==> src/rtl/seq_detect_if.sv <==
// Handshake/bus bundle for seq_detect_ctrl: configuration, run control,
// serial bit input and status outputs.
interface seq_detect_if #(
  parameter int PAT_W = 8,
  parameter int CNT_W = 8
);
  logic             cfg_we;
  logic [PAT_W-1:0] cfg_pattern;
  logic [3:0]       cfg_len;
  logic [CNT_W-1:0] cfg_limit;
  logic             start;
  logic             abort;
  logic             ip_valid;
  logic             ip;
  logic             done_ack;
  logic             match;
  logic             busy;
  logic             done;
  logic [CNT_W-1:0] hit_count;
  logic             cfg_err;

  // Driver side (controller / testbench)
  modport master (
    output cfg_we, cfg_pattern, cfg_len, cfg_limit,
    output start, abort, ip_valid, ip, done_ack,
    input  match, busy, done, hit_count, cfg_err
  );

  // Detector side
  modport slave (
    input  cfg_we, cfg_pattern, cfg_len, cfg_limit,
    input  start, abort, ip_valid, ip, done_ack,
    output match, busy, done, hit_count, cfg_err
  );
endinterface

==> src/rtl/seq_detect_ctrl.sv <==
// Serial bit-pattern detector with run control. A run is armed by start,
// counts (possibly overlapping) pattern hits and finishes either on abort
// or once a nonzero hit limit is reached, then waits for done_ack.
// Lengths are 4 bits wide, so PAT_W is expected to lie in 6..15.
module seq_detect_ctrl #(
  parameter int PAT_W = 8,
  parameter int CNT_W = 8
) (
  input logic         clk,
  input logic         rst,
  seq_detect_if.slave bus
);

  localparam logic [1:0] ST_IDLE  = 2'd0;
  localparam logic [1:0] ST_ARMED = 2'd1;
  localparam logic [1:0] ST_DONE  = 2'd2;

  localparam logic [PAT_W-1:0] RST_PATTERN = PAT_W'(6'b101101);
  localparam logic [3:0]       RST_LEN     = 4'd6;
  localparam logic [3:0]       MAX_LEN     = 4'(PAT_W);
  localparam logic [CNT_W-1:0] CNT_MAX     = '1;

  logic [1:0]       state_q, state_d;
  logic [PAT_W-1:0] hist_q, hist_d;
  logic [3:0]       fill_q, fill_d;
  logic [CNT_W-1:0] hit_count_q, hit_count_d;
  logic             match_q, match_d;
  logic             cfg_err_q, cfg_err_d;
  logic [PAT_W-1:0] pattern_q, pattern_d;
  logic [3:0]       len_q, len_d;
  logic [CNT_W-1:0] limit_q, limit_d;

  // Comparison mask selecting the low len_q bits of history and pattern
  logic [PAT_W-1:0] len_mask;
  genvar gi;
  generate
    for (gi = 0; gi < PAT_W; gi++) begin : g_mask
      assign len_mask[gi] = (len_q > 4'(gi));
    end
  endgenerate

  // History and fill count as they would be after accepting the current bit
  logic [PAT_W-1:0] hist_shift;
  logic [3:0]       fill_inc;
  logic             hit_now;
  logic             limit_reached;
  logic             cfg_len_ok;

  assign hist_shift    = {hist_q[PAT_W-2:0], bus.ip};
  assign fill_inc      = (fill_q == MAX_LEN) ? fill_q : fill_q + 4'd1;
  assign hit_now       = (fill_inc >= len_q) &&
                         (((hist_shift ^ pattern_q) & len_mask) == '0);
  // The hit that reaches the limit is registered first; DONE follows a cycle later
  assign limit_reached = (limit_q != '0) && (hit_count_q == limit_q);
  assign cfg_len_ok    = (bus.cfg_len != 4'd0) && (bus.cfg_len <= MAX_LEN);

  // Next-state, configuration, history and hit-count logic
  always_comb begin
    state_d     = state_q;
    hist_d      = hist_q;
    fill_d      = fill_q;
    hit_count_d = hit_count_q;
    pattern_d   = pattern_q;
    len_d       = len_q;
    limit_d     = limit_q;
    match_d     = 1'b0;
    cfg_err_d   = 1'b0;

    case (state_q)
      ST_IDLE: begin
        if (bus.cfg_we) begin
          if (cfg_len_ok) begin
            pattern_d = bus.cfg_pattern;
            len_d     = bus.cfg_len;
            limit_d   = bus.cfg_limit;
          end else begin
            cfg_err_d = 1'b1;
          end
        end
        // abort has priority over start while idle
        if (bus.start && !bus.abort) begin
          state_d     = ST_ARMED;
          hit_count_d = '0;
          hist_d      = '0;
          fill_d      = 4'd0;
        end
      end

      ST_ARMED: begin
        if (bus.abort) begin
          state_d = ST_IDLE;
        end else if (limit_reached) begin
          state_d = ST_DONE;
        end else if (bus.ip_valid) begin
          hist_d = hist_shift;
          fill_d = fill_inc;
          if (hit_now) begin
            match_d = 1'b1;
            if (limit_q != '0) begin
              hit_count_d = hit_count_q + 1'b1;
            end else if (hit_count_q != CNT_MAX) begin
              hit_count_d = hit_count_q + 1'b1;
            end
          end
        end
      end

      ST_DONE: begin
        if (bus.done_ack) begin
          state_d = ST_IDLE;
        end
      end

      default: begin
        state_d = ST_IDLE;
      end
    endcase
  end

  // State registers with asynchronous reset to the default configuration
  always_ff @(posedge clk or posedge rst) begin
    if (rst) begin
      state_q     <= ST_IDLE;
      hist_q      <= '0;
      fill_q      <= 4'd0;
      hit_count_q <= '0;
      match_q     <= 1'b0;
      cfg_err_q   <= 1'b0;
      pattern_q   <= RST_PATTERN;
      len_q       <= RST_LEN;
      limit_q     <= '0;
    end else begin
      state_q     <= state_d;
      hist_q      <= hist_d;
      fill_q      <= fill_d;
      hit_count_q <= hit_count_d;
      match_q     <= match_d;
      cfg_err_q   <= cfg_err_d;
      pattern_q   <= pattern_d;
      len_q       <= len_d;
      limit_q     <= limit_d;
    end
  end

  assign bus.match     = match_q;
  assign bus.busy      = (state_q == ST_ARMED);
  assign bus.done      = (state_q == ST_DONE);
  assign bus.hit_count = hit_count_q;
  assign bus.cfg_err   = cfg_err_q;

endmodule

==> src/flat_wrapper.sv <==
// flat-port wrapper written by rule: the top's interface ports become plain ports
module seq_detect_ctrl_flat 
#(
  parameter int PAT_W = 8,
  parameter int CNT_W = 8
)
  (clk, rst, bus_cfg_we, bus_cfg_pattern, bus_cfg_len, bus_cfg_limit, bus_start, bus_abort, bus_ip_valid, bus_ip, bus_done_ack, bus_match, bus_busy, bus_done, bus_hit_count, bus_cfg_err);
  seq_detect_if #(.PAT_W(PAT_W), .CNT_W(CNT_W)) bus_i ();
  input logic clk;
  input logic rst;
  input wire logic [$bits(bus_i.cfg_we)-1:0] bus_cfg_we;
  input wire logic [$bits(bus_i.cfg_pattern)-1:0] bus_cfg_pattern;
  input wire logic [$bits(bus_i.cfg_len)-1:0] bus_cfg_len;
  input wire logic [$bits(bus_i.cfg_limit)-1:0] bus_cfg_limit;
  input wire logic [$bits(bus_i.start)-1:0] bus_start;
  input wire logic [$bits(bus_i.abort)-1:0] bus_abort;
  input wire logic [$bits(bus_i.ip_valid)-1:0] bus_ip_valid;
  input wire logic [$bits(bus_i.ip)-1:0] bus_ip;
  input wire logic [$bits(bus_i.done_ack)-1:0] bus_done_ack;
  output wire logic [$bits(bus_i.match)-1:0] bus_match;
  output wire logic [$bits(bus_i.busy)-1:0] bus_busy;
  output wire logic [$bits(bus_i.done)-1:0] bus_done;
  output wire logic [$bits(bus_i.hit_count)-1:0] bus_hit_count;
  output wire logic [$bits(bus_i.cfg_err)-1:0] bus_cfg_err;
  assign bus_i.cfg_we = bus_cfg_we;
  assign bus_i.cfg_pattern = bus_cfg_pattern;
  assign bus_i.cfg_len = bus_cfg_len;
  assign bus_i.cfg_limit = bus_cfg_limit;
  assign bus_i.start = bus_start;
  assign bus_i.abort = bus_abort;
  assign bus_i.ip_valid = bus_ip_valid;
  assign bus_i.ip = bus_ip;
  assign bus_i.done_ack = bus_done_ack;
  assign bus_match = bus_i.match;
  assign bus_busy = bus_i.busy;
  assign bus_done = bus_i.done;
  assign bus_hit_count = bus_i.hit_count;
  assign bus_cfg_err = bus_i.cfg_err;
  seq_detect_ctrl #(.PAT_W(PAT_W), .CNT_W(CNT_W)) u_core (.clk(clk), .rst(rst), .bus(bus_i));
endmodule
==> config.mk <==
export PLATFORM = sky130hd
export DESIGN_NAME = seq_detect_ctrl_flat
export DESIGN_NICKNAME = d
export VERILOG_FILES = /design/src/rtl/seq_detect_if.sv /design/src/rtl/seq_detect_ctrl.sv /design/src/flat_wrapper.sv
export SDC_FILE = /design/constraint.sdc
export NUM_CORES = 1
export LEC_CHECK = 0
export BUFFER_PORTS_ARGS = -buffer_cell sky130_fd_sc_hd__buf_2
export CORE_MARGIN = 10
export CORE_UTILIZATION = 45
export DETAILED_ROUTE_END_ITERATION = 16
export PLACE_DENSITY = 0.77
export RECOVER_POWER = 100
export SYNTH_ARGS = -nofsm -noshare
export SYNTH_HDL_FRONTEND = slang
export SYNTH_SLANG_ARGS = --single-unit
==> constraint.sdc <==
create_clock -name clk -period 2.46 [get_ports clk]
set_clock_uncertainty 0.05 [all_clocks]
set_input_delay 0.369 -clock clk [delete_from_list [all_inputs] [get_ports clk]]
set_output_delay 0.369 -clock clk [all_outputs]
set_load 0.01 [all_outputs]
Word-level counts from Yosys, hierarchy flattened
Index checks and enable logic that the tools add are counted.

operators by class
  order comparisons = 10
  $add $sub $neg = 2
  bitwise gates (word level) = 2
  eq/ne operators = 13
  mux-type cells = 31
  reduce and logical (&&, ||, !) cells = 14

operators by type and width
  operator                                                                         number
  8-bit 2-to-1 mux                                                                 7
  7-bit 2-to-1 mux                                                                 3
  4-bit 2-to-1 mux                                                                 5
  4-bit by 3-bit greater-than comparator with 1-bit output, second input constant  4
  8-bit case mux with 2 select lines                                               1
  7-bit case mux with 2 select lines                                               1
  8-bit by 1-bit adder with 8-bit output, second input constant                    1
  8-bit AND                                                                        1
  8-bit == test                                                                    1
  4-bit by 1-bit greater-than comparator with 1-bit output, second input constant  2
  4-bit by 2-bit greater-than comparator with 1-bit output, second input constant  2
  8-bit zero test                                                                  1
  1-bit 2-to-1 mux                                                                 8
  2-bit 2-to-1 mux                                                                 4
  2-bit != test, second input constant                                             4
  8-bit != test, second input constant                                             1
  4-bit case mux with 2 select lines                                               1
  8-bit nonzero test                                                               1
  8-bit bitwise XOR                                                                1
  7-bit AND reduction                                                              1
  2-bit case mux with 3 select lines                                               1
  3-bit AND reduction                                                              2
  5-bit AND reduction                                                              1
  4-bit by 1-bit adder with 4-bit output, second input constant                    1
  other kinds (13)                                                                 17

storage, ports and cells
  input port bits = 28
  flip-flop bits (word level) = 43

Logic depth before layout (Yosys ltp)
  depth in word-level cells = 9
  mapped depth = 13
  gate-level depth less buffers = 12

Worst setup path after synthesis
No wires, ideal clock.

  path kind = register -> register
  start point = register u_core.fill_q[0]
  end point = register u_core.hit_count_q[5] (netlist: u_core.bus.hit_count[5])
  slack = -46 ps
  period minus slack after synthesis = 2506 ps
  buffers on the path = 0
  cell stages (with the launch flop) = 12
  arrival time = 2378 ps
  cells stage by stage = dfrtp_1 > inv_1 > ha_1 > nand2_1 > nor2_1 > xnor2_1 > ha_1 > o21ai_0 > a221oi_1 > nand4_2 > or4_1 > a21oi_1

on the way
  longest elaborated chain between the ends = 6

RTL lines
  item                                                                     line                    source
  start: declaration                                                       seq_detect_ctrl.sv:25   logic [3:0] fill_q, fill_d;
  start signal: assignment                                                 seq_detect_ctrl.sv:135  fill_q <= fill_d;
  4-bit by 1-bit adder with 4-bit output or 4-bit == test (tied branches)  seq_detect_ctrl.sv:50   assign fill_inc = (fill_q == MAX_LEN) ? fill_q : fill_q + 4'd1;
  4-bit 2-to-1 mux *                                                       seq_detect_ctrl.sv:50
  4-bit >= comparator *                                                    seq_detect_ctrl.sv:51   assign hit_now = (fill_inc >= len_q) &&
  1-bit logical AND *                                                      seq_detect_ctrl.sv:51
  2-bit by 1-bit != test with 1-bit output (no source line) *              n/a
  7-bit AND reduction (no source line) *                                   n/a
  end signal: assignment                                                   seq_detect_ctrl.sv:136  hit_count_q <= hit_count_d;
  end: declaration                                                         seq_detect_ctrl.sv:26   logic [CNT_W-1:0] hit_count_q, hit_count_d;

Mark *: on every way between the ends. The rest lies on a longest branch, timed or not.
A chain may end at the register's enable or synchronous reset.

Worst setup path in the final report
  start point = register u_core.fill_q[0]
  end point = register u_core.hit_count_q[6] (netlist: u_core.bus.hit_count[6])

The elaborated chain is that of the path after synthesis.

==> flow_summary.yaml <==
min_path:
  hold_path.class: "in -> reg"
placement:
  routabilityCongestion: 0.852
  place_ws_ns: -0.377
  io_buffers: 39
  dp_hpwl_um: 3800
logic_synthesis:
  syn_area_per_cell_um2: 10.1
  yosys-top-cells-area: "dfrtp_1, mux2_2, dfstp_2"
  synthArstFlopShare: 1.00
  ys_types: 40
  synth_mux_area_frac: 0.0926
  netlist_area_um2: 2310
  yosys_register_bits: 43
  synthAdderAreaFrac: 0.0379
  synth_flop_cell: "dfrtp_1"
  synth_edf_count: 0
  synth_top_area_share: 0.401
  synth_compound_area_frac: 0.120
  ys_warn_count: 0
  yosys.area_share.simple: 0.169
  synth_seq_area_share: 0.469
  netlist_instances: 229
  synth_nets: 264
  synth_top_family_by_area: "simple AND/OR/NAND/NOR gates"
  synth_xor_area_frac: 0.0720
  synth_top_area_cell: "dfrtp_1"
global_routing:
  grt.overflow.total: 0
  grt_max_degree: 44
  globalRouteTotalUtil: 0.131
  grt_pass1_wl_um: 9100
  antenna_found_initial: 0
  grt_pass1_vias: 1970
power:
  peakVddDrop_mv: 0.454
  power_mw: 2.06
  power_density_nw_per_um2: 697
  p_leak_nw: 1.33
clocking:
  cts_buffers: 5
  clk_path_buf_depth: 2
  clockRootBuffer: "clkbuf_8"
  clk_latency_ns: 0.30
  cts_tree: "built"
  htreeDepth: 2
  cts_sinks: 43
  ctsHoldBuffers: 0
  path_clk_slew_ns: 0.08
floorplanning:
  die_height_um: 91.7
  dieArea_um2: 8400
  dieWidth_um: 91.7
  fp-row-count: 26
  ioPinCount: 40
  core_um2: 5040
  initial_core_util: 0.458
critical_path:
  end_kind: "flop"
  criticalPathCategory: "reg -> reg"
  crit_required_ns: 2.64
  path_max_fanout: 5
  cp.arrival_ns: 2.79
  cp-start-kind: "flop"
sta:
  timing.final.crit_share: 1.06
  finalHoldViolCount: 0
  fin_ws_ns: -0.150
  final.min_clock_period_ns: 2.61
  slew_headroom: 0.289
  clock.fmax_mhz: 383
  rsz0062_at_grt: "yes"
  slew_violations: 0
  setup_viol: 7
  tightest_slew_ns: 1.07
detailed_routing:
  wl_per_cell_um: 15.3
  dr.pass1.iters: 4
  route.detailed.drc: 0
  vias: 1942
  routed_wl_um: 5530
  via_per_inst: 5.36
  antenna_left: 0
  first_iter_violations: 116
finish:
  final_core_util: 0.587
  areaGrowthSynthToFinish_pct: 28.0
  drive_gt1_frac: 0.380
  insertedDiodeCount: 0
  nets: 326
  fill_cells: 437
flow_run:
  maxCapViolations: 0
status:
  outcome: "finished, violations left"
  violations: "setup timing"
logic make-up (layout without fill, tap and decap cells):
kind of cell | after synthesis | count (layout)
adder cells (fa/ha/maj) | 7 | 7
AO/OA/AOI/OAI | 46 | 46
AND/OR/NAND/NOR | 74 | 75
buffers and inverters | 21 | 83
flip-flops | 43 | 43
multiplexers | 19 | 19
XOR/XNOR | 19 | 19
cells in the final DEF, fill, tap and decap left out, types with 5 or more instances in the layout:
cell	instances
inv_1	9
clkbuf_1	5
nor2_1	7
dfrtp_1	37
nand3_1	6
dfstp_2	6
xnor2_1	10
ha_1	5
a21oi_1	9
xor2_1	8
mux2_2	19
buf_2	34
clkbuf_8	6
buf_4	22
o21ai_0	16
nand2_1	30
area by class of cell:
cell class | instances | area, um^2 | share of cell area
Inverter | 11 | 41.3 | 0.0140
Timing Repair Buffer | 64 | 382 | 0.129
Sequential cell | 43 | 1080 | 0.366
Tap cell | 70 | 87.6 | 0.0296
Clock buffer | 6 | 82.6 | 0.0279
Multi-Input combinational cell | 166 | 1250 | 0.422
Clock inverter | 2 | 35.0 | 0.0118
where the power goes:
| group | switching [mW] | leakage (nW) | total (mW) | internal (mW) |
|---|---|---|---|---|
| registers | 0.0928 | 0.544 | 0.915 | 0.822 |
| clock network | 0.242 | 0.0612 | 0.571 | 0.329 |
| logic | 0.270 | 0.725 | 0.578 | 0.307 |
| total | 0.606 | 1.33 | 2.06 | 1.46 |
cells in the mapped netlist (2+ instances only):
cell      number
buf_2          4
nor2_1         8
o22ai_1        2
or3_1          2
dfrtp_1       37
ha_1           7
o21ai_0       19
inv_1         11
and2_1         3
or4_1          5
mux2_2        19
a21o_1         2
o41ai_1        2
nor2b_1        3
dfstp_2        6
clkbuf_1       4
xnor2_1       11
nor4_1         4
nand3_1        6
a21oi_1       10
o211ai_1       2
o31ai_1        4
xor2_1         8
nand2_1       31
nor3_1         4
registers in the layout, indices dropped and copies added, names as in the netlist:
name,cells
u_core.bus.cfg_err,1
u_core.hist_q,7
u_core.len_q,4
u_core.fill_q,4
u_core.pattern_q,8
u_core.bus.hit_count,8
u_core.limit_q,8
u_core.bus.match,1
u_core.state_q,2
worst max-delay path, cell delays in order (launching register included):
cell	delay, ns
dfrtp_1	0.40
inv_2	0.08
ha_4	0.14
nand2_4	0.06
nor2_4	0.12
xnor2_2	0.09
ha_1	0.31
o21ai_2	0.06
a221oi_2	0.23
buf_4	0.18
nand4_4	0.14
or4b_4	0.56
a21oi_2	0.13
through the flow:
| stage | std cells | setup TNS (ns) | hold WS, ns | instance area (um^2) |
|---|---|---|---|---|
| after detailed placement | 339 | -1.90 | 0.468 | 2630 |
| after global routing | 362 | -1.67 | 0.199 | 2960 |
| after CTS | 363 | -0.675 | 0.160 | 2920 |
| after global placement | 339 | -0.647 | 0.438 | 2630 |
| after floorplan | 229 | 0 | 0.397 | 2320 |
| final | 362 | -0.566 | 0.195 | 2960 |
final timing paths:
kind	start	to	slack, ns	depth (start not counted)
setup / recovery	u_core.fill_q[0]$_DFFE_PP0P_	u_core.bus.hit_count[6]$_DFFE_PP0P_	-0.15	12
hold / removal	bus_abort	u_core.state_q[0]$_DFFE_PP0P_	0.19	2
setup reg to reg	u_core.fill_q[0]$_DFFE_PP0P_	u_core.bus.hit_count[6]$_DFFE_PP0P_	-0.15	12
hold reg to reg	u_core.hist_q[6]$_DFFE_PP0P_	u_core.hist_q[6]$_DFFE_PP0P_	0.49	2
max in group asynchronous	rst	u_core.fill_q[3]$_DFFE_PP0P_	1.37	3
min in group asynchronous	rst	u_core.pattern_q[1]$_DFFE_PP0P_	0.35	3
metal layers:
layer | GRT usage | routed length, um
met3 | 0.0383 | 252
met4 | 0.0640 | 129
met1 | 0.154 | 2490
met5 | 0 | 0
met2 | 0.213 | 2660
what timing repair did:
action,CTS,global route
pin swaps,12,12
endpoints found under the setup margin,8,9
setup buffers,15,1
cloned,1,0
resized for setup,11,13
(Power assumes the default switching activity.)
